## config.mk

```make
export PLATFORM = sky130hd
export DESIGN_NAME = float_rounding
export DESIGN_NICKNAME = d
export VERILOG_FILES = /design/src/rtl/floatingpoint.sv /design/src/rtl/addsub_n.sv /design/src/rtl/float_rounding.sv
export SDC_FILE = /design/constraint.sdc
export NUM_CORES = 1
export LEC_CHECK = 0
export ABC_CLOCK_PERIOD_IN_PS = 1420
export CORE_ASPECT_RATIO = 0.6
export CORE_UTILIZATION = 51
export DETAILED_ROUTE_END_ITERATION = 8
export PLACE_DENSITY = 0.91
export SETUP_SLACK_MARGIN = 0.1
export SYNTH_ARGS = -nofsm -noshare
export SYNTH_HDL_FRONTEND = slang
export SYNTH_SLANG_ARGS = --single-unit
```

## constraint.sdc

```tcl
create_clock -name Clock -period 1.42 [get_ports Clock]
set_input_delay 0.142 -clock Clock [delete_from_list [all_inputs] [get_ports Clock]]
set_output_delay 0.142 -clock Clock [all_outputs]
set_load 0.03 [all_outputs]
```

## src/rtl/floatingpoint.sv

```systemverilog
//------------------------------------------------------------------------------
// Module : floatingpoint (package)
// Brief  : Shared IEEE-754 single-precision types and constants.
// Rev    : 1.0 - initial release
//------------------------------------------------------------------------------
`default_nettype none

package floatingpoint;

  typedef struct packed {
    logic        sign;
    logic [7:0]  exponent;
    logic [22:0] mantissa;
  } float;

  localparam logic [7:0]  EXP_MAX    = 8'hFF;
  localparam logic [23:0] HIDDEN_ONE = 24'h800000;

endpackage

`default_nettype wire

```

## src/rtl/addsub_n.sv

```systemverilog
//------------------------------------------------------------------------------
// Module : addsub_n
// Brief  : W-bit two's-complement adder/subtractor with carry-out and zero flag.
// Rev    : 1.0 - initial release
//------------------------------------------------------------------------------
`default_nettype none

module addsub_n
  import floatingpoint::*;
#(
  parameter int W = 8
) (
  input  logic [W-1:0] A,
  input  logic [W-1:0] B,
  input  logic         Sub,
  output logic [W-1:0] Result,
  output logic         Cout,
  output logic         Zero
);

  logic [W-1:0] w_bOperand;

  // Subtraction is A + ~B + 1, so Sub doubles as the carry-in.
  always_comb begin
    w_bOperand     = B ^ {W{Sub}};
    {Cout, Result} = {1'b0, A} + {1'b0, w_bOperand} + {{W{1'b0}}, Sub};
    Zero           = (Result == '0);
  end

endmodule

`default_nettype wire

```

## src/rtl/float_rounding.sv

```systemverilog
//------------------------------------------------------------------------------
// Module : float_rounding
// Brief  : Round-to-nearest-even stage of the FloatAdder, one register bank.
// Rev    : 1.0 - initial release
//------------------------------------------------------------------------------
`default_nettype none

module float_rounding
  import floatingpoint::*;
#(
  parameter int MANT_W = 24,
  parameter int EXP_W  = 8
) (
  input  logic              Clock,
  input  logic              Reset,
  input  logic              InValid,
  input  logic [MANT_W-1:0] normMant,
  input  logic [EXP_W-1:0]  currExp,
  input  logic              shiftRound,
  input  logic              sticky,
  output logic [MANT_W-1:0] roundMant,
  output logic [EXP_W-1:0]  roundExp,
  output logic              valid
);

  logic              w_inc;
  logic [MANT_W:0]   w_sumMant;
  logic              w_mantCout;
  logic              w_mantZero;
  logic [EXP_W-1:0]  w_expInc;
  logic              w_expCout;
  logic              w_expZero;
  logic [MANT_W-1:0] w_nextMant;
  logic [EXP_W-1:0]  w_nextExp;

  assign w_inc = shiftRound & (sticky | normMant[0]);

  addsub_n #(.W(MANT_W + 1)) u_mantInc (
    .A      ({1'b0, normMant}),
    .B      ({{MANT_W{1'b0}}, w_inc}),
    .Sub    (1'b0),
    .Result (w_sumMant),
    .Cout   (w_mantCout),
    .Zero   (w_mantZero)
  );

  addsub_n #(.W(EXP_W)) u_expInc (
    .A      (currExp),
    .B      ({{(EXP_W-1){1'b0}}, 1'b1}),
    .Sub    (1'b0),
    .Result (w_expInc),
    .Cout   (w_expCout),
    .Zero   (w_expZero)
  );

  // A carry out of the significand renormalises to 1.000..; at currExp=FE this
  // lands on exponent FF with a zero fraction, which is exactly Inf.
  always_comb begin
    w_nextMant = w_sumMant[MANT_W-1:0];
    w_nextExp  = currExp;
    if (currExp == EXP_MAX) begin
      w_nextMant = normMant;
      w_nextExp  = currExp;
    end else if (normMant == '0) begin
      w_nextMant = '0;
      w_nextExp  = '0;
    end else if (w_sumMant[MANT_W]) begin
      w_nextMant = w_sumMant[MANT_W:1];
      w_nextExp  = w_expInc;
    end
  end

  wire w_unused = &{1'b0, w_mantCout, w_mantZero, w_expCout, w_expZero};

  always_ff @(posedge Clock or negedge Reset) begin
    if (!Reset) begin
      roundMant <= '0;
      roundExp  <= '0;
      valid     <= 1'b0;
    end else if (InValid) begin
      roundMant <= w_nextMant;
      roundExp  <= w_nextExp;
      valid     <= 1'b1;
    end
  end

endmodule

`default_nettype wire

```

==> results of run 1 <==
-- cell families after synthesis --
group	Yosys count	synth area share (%)
xor+xnor	13	4.938
mux	3	1.302
buf+inv	24	4.394
simple gates	134	32.23
fa+ha+maj	3	1.628
compound gates	67	19.70
flops	33	35.81
-- through the flow --
stage                     util, %  cell area (sq um)  TNS (ns)  worst slack (ns)  hold slack [ns]
after floorplan                 -               2335    -8.350           -0.3946          -0.1536
after global placement      85.95               3620    -24.90           -0.8466           0.4599
after detailed placement    85.95               3620    -28.23            -1.048           0.4571
-- cell usage after synthesis (4+ instances only) --
cell,count,area [sq um]
nor2_1,22,82.58
nand3_1,9,45.04
and4_1,7,61.31
or3_1,6,37.54
nor3_1,9,45.04
inv_1,4,15.01
nor4_1,15,93.84
a31oi_1,16,100.1
or2_2,5,31.28
xnor2_1,10,87.58
a21oi_1,13,65.06
nand2_1,25,93.84
nand4_1,14,87.58
and3_1,7,43.79
o2bb2ai_1,7,61.31
clkbuf_1,15,56.30
dfrtp_1,33,825.8
o21ai_0,12,60.06
==> metrics.md, run 1 <==
| Metric | Value |
|---|---|
| Unique masters post-synth | 48 |
| Synthesis Warnings | 0 |
| Die Wd | 88.81 um |
| Dominant synthesized flop cell | dfrtp_1 |
| # IOs | 70 |
| H-tree depth | 2 |
| Post-synth EDFFs | 0 |
| Async set-reset flop share out of synthesis | 100.0% |
| Port buffer count | between 60 and 70 |
| Hpwl dp | 6984 um |
| Yosys reg bits | 33 |
| Hold-fix buffers, CTS | 0 |
| Row cnt | 18 |
| Clock Path Buffers | 2 |
| Root Driver | clkbuf_8 |
| Post-CTS Resized | 211 |
| Register area share after synthesis | between 30% and 40% |
| Starting density of the core | a little over half |
| Post-Syn Area | 2306 sq um |
| Synthesized net count | 317 |
| CTS Sinks | 33 |
| CTS Buf Count | 5 |
| Mapped Cells | roughly 280 |
| Setup bufs post-CTS | 27 |
| GPL Wtd Cong | 0.9339 |
| Die H | 54.09 um |
| Outcome | stopped before the end |
| Dpl cells | between 400 and 500 |
| Syn_area_per_cell | 8.325 sq um |
| Last stage | clock tree synthesis |
| Err | [ERROR DPL-0038] Utilization greater than 100%, impossible to legalize |
==> run 2, diff against run 1 <==
CORE_ASPECT_RATIO = not set   (was 0.6)
CORE_UTILIZATION = 36   (was 51)
PLACE_DENSITY = not set   (was 0.91)
PLACE_DENSITY_LB_ADDON = 0.15   (was not set)
SETUP_SLACK_MARGIN = not set   (was 0.1)
==> run 2 against run 1 <==
Net effect:
- the flow now finishes, with violations (setup timing)
- synthesized cell count did not move
- area after synthesis did not move
==> metrics.md, run 2 <==
| Metric | Value |
|---|---|
| Via/cell ratio | 5.873 |
| Final WL | 8875 um |
| Post-synth EDFFs | 0 |
| Finished Layout Cells | 495 |
| Mapped Cells | 277 |
| Final Core Density | 67.34% |
| Die H | 82.04 um |
| Layout Skew | 0 ns |
| Largest net degree at the start of global routing | 34 |
| Crit path kind | in -> reg |
| Dpl cells | ~470 |
| FMAX | 635.9 MHz |
| Crit Path Max Fanout | 5 |
| Number of max-slew violations in the final report | 0 |
| Final worst slack | -0.1526 ns |
| Share of layout cells above drive strength 1 | 38.33% |
| Worst slew pin tran | 0.3717 ns |
| M1 WL | just under 4000 um |
| Area share of the largest cell type after synthesis | 35.81% |
| Worst-path clk slew | 0.07 ns |
| Number of global-route vias before repair | 2622 |
| Combinational Power Share | 32.6% |
| Starting density of the core | a little under two fifths |
| Register area share after synthesis | a little over a third |
| Design Power | between 2 and 3 mW |
| Synth area leaders | dfrtp_1 (36%), a31oi_1 (4.3%), nand2_1 (4.1%) |
| Sw Ratio | between 30 and 40% |
| Synthesized net count | between 300 and 400 |
| Row cnt | 28 |
| DRT Pass-1 Iters | 5 |
| Diode count | 0 |
| GRT Total Usage | 26.21% |
| First-pass GRT wire length | roughly 13000 um |
| Critical path capture point type | flop |
| Most frequent cell after synthesis | dfrtp_1 |
| CTS tree | built |
| CTS Buf Count | 5 |
| Failing checks | setup timing |
| PwrDens | 654.3 nW/um^2 |
| DR WL/cell | 17.93 um |
| Die area | between 6000 and 7000 sq um |
| Max Cap Violations | 0 |
| Commonest cells after routing, fill and taps aside | buf_4 (66), dlygate4sd2_1 (44), dfrtp_1 (33) |
| Die Wd | 82.04 um |
| Sequential Power Share | around two fifths |
| Post-synth top cells | dfrtp_1 (33), nand2_1 (25), nor2_1 (22), a31oi_1 (16) |
| Relative slew slack | 74.99% |
| Port buffer count | 69 |
| # DRC | 0 |
| Root Driver | clkbuf_8 |
| Outcome | complete, but fails checks |
| Max FFs per register | 24 |
| Final hold vios | 0 |
| Clk pwr share | 27.3% |
| Clock Path Buffers | 2 |
| H-tree depth | 2 |
| Biggest regs | roundMant x24, roundExp x8, valid x1 |
| Cell-internal power | 1.785 mW |
| Startpoint class of the critical path | primary input |
| Final min period | around 1.6 ns |
| Dominant synthesized flop cell | dfrtp_1 |
| Hold-fix buffers, CTS | 0 |
| Synthesis Warnings | 0 |
| Largest reg by FF count | roundMant |
| Hpwl dp | roughly 5700 um |
| # IOs | 70 |
| RSZ-0062 raised after global routing | yes |
| Unique masters post-synth | 48 |
| Max Used Layer | met4 |
| Yosys reg bits | 33 |
| FF/Latch Area | 825.8 sq um |
| Area Overhead vs Synth | 76.99% |
| DR WL met2 | between 3000 and 4000 um |
| Most common cell after layout, fill and taps aside | buf_4 |
| Worst VDD drop | approximately 0.55 mV |
| Fin crit share | 110.7% |
| Total gr overflow | 0 |
| Area of the multi-input gates | 1685 sq um |
| DRT iter0 DRCs | 256 |
| # nets final | 460 |
| Fillcell total | 483 |
| DP Worst Slack | -0.8666 ns |
| Routed vias | 2907 |
| Post-DRT Antenna Nets | 0 |
| Min-Delay Path Class | in -> async |
| CTS Sinks | 33 |
| CP Data Required Time | 1.63 ns |
| Async set-reset flop share out of synthesis | 100.0% |
| Post-Syn Area | 2306 sq um |
| Finish-stage setup viols | 31 |
| Crit path DAT | 1.78 ns |
| Syn_area_per_cell | 8.325 sq um |
| Pleak | about 1.7 nW |
| P_sw | 0.8856 mW |
| Routed met3 length | between 600 and 700 um |
| GPL Wtd Cong | between 0.9 and 1 |
| Worst skew pair latency | 0.29 ns |
| Cell taking the most area after synthesis | dfrtp_1 |
| Core area | approximately 6100 sq um |
| Initial antenna violation count | 0 |
==> run 2: routing by layer <==
layer,global-route usage [%],vias up
met2,40.74,169
met4,11.23,0
met1,35.87,1368
li1,-,1342
met3,3.889,28
met5,0,-
==> run 2: worst paths after layout <==
kind	slack (ns)	endpoint	depth (start not counted)	start
max	-0.15	roundMant[11]	8	sticky
min	0.22	roundExp[2]	2	Reset
max reg2reg	0.64	roundMant[22]	2	roundMant[22]
min reg2reg	0.47	valid	1	valid
max in group asynchronous	1.02	roundMant[11]	2	Reset
min in group Clock	0.27	roundMant[20]	3	normMant[20]
==> run 2: power groups by stage <==
stage               sequential, mW  clock [mW]  combinational, mW
finish                        1.07       0.729              0.871
global route                  1.08       0.782              0.928
CTS                           1.07       0.745              0.845
detailed placement            1.09           0              0.868
global placement              1.09           0              0.863
floorplan                     1.26           0              0.194
==> run 2: logic make-up after synthesis <==
family	Yosys count	share of synthesized area, %
simple gates	134	32.23
compound gates	67	19.70
flops	33	35.81
buf+inv	24	4.394
xor+xnor	13	4.938
mux	3	1.302
fa+ha+maj	3	1.628
==> run 2: worst max-delay path, stage by stage <==
cell	delay [ns]
buf_6	0.06
o21a_1	0.15
ha_2	0.19
and4_4	0.25
nand3_4	0.11
or2_2	0.33
or3_1	0.36
a41oi_2	0.18
==> run 2: final cells by class <==
class / instances / share of cell area (%)
Inverter: 4 / 0.3679
Clock buffer: 7 / 2.115
Sequential cell: 33 / 20.23
Timing Repair Buffer: 155 / 33.69
Tap cell: 75 / 2.299
Multi-Input combinational cell: 221 / 41.29
==> run 2: what timing repair did <==
action	CTS	global route
buffers inserted	14	1
cloned	1	1
hold endpoints to repair	0	0
pin swaps	47	24
gates resized for setup	157	29
endpoints found under the setup margin	65	32
==> run 2: per-stage QoR <==
step / area [sq um] / hold slack, ns / TNS, ns
2_1_floorplan: 2335 / -0.1536 / -8.350
3_3_place_gp: 3578 / 0.4562 / -24.18
3_5_place_dp: 3578 / 0.4592 / -25.25
6_report: 4081 / 0.2217 / -2.103
5_1_grt: 4081 / 0.2396 / -3.955
4_1_cts: 3971 / 0.2287 / -1.058
Note: power is estimated with default switching activity, not from simulation.
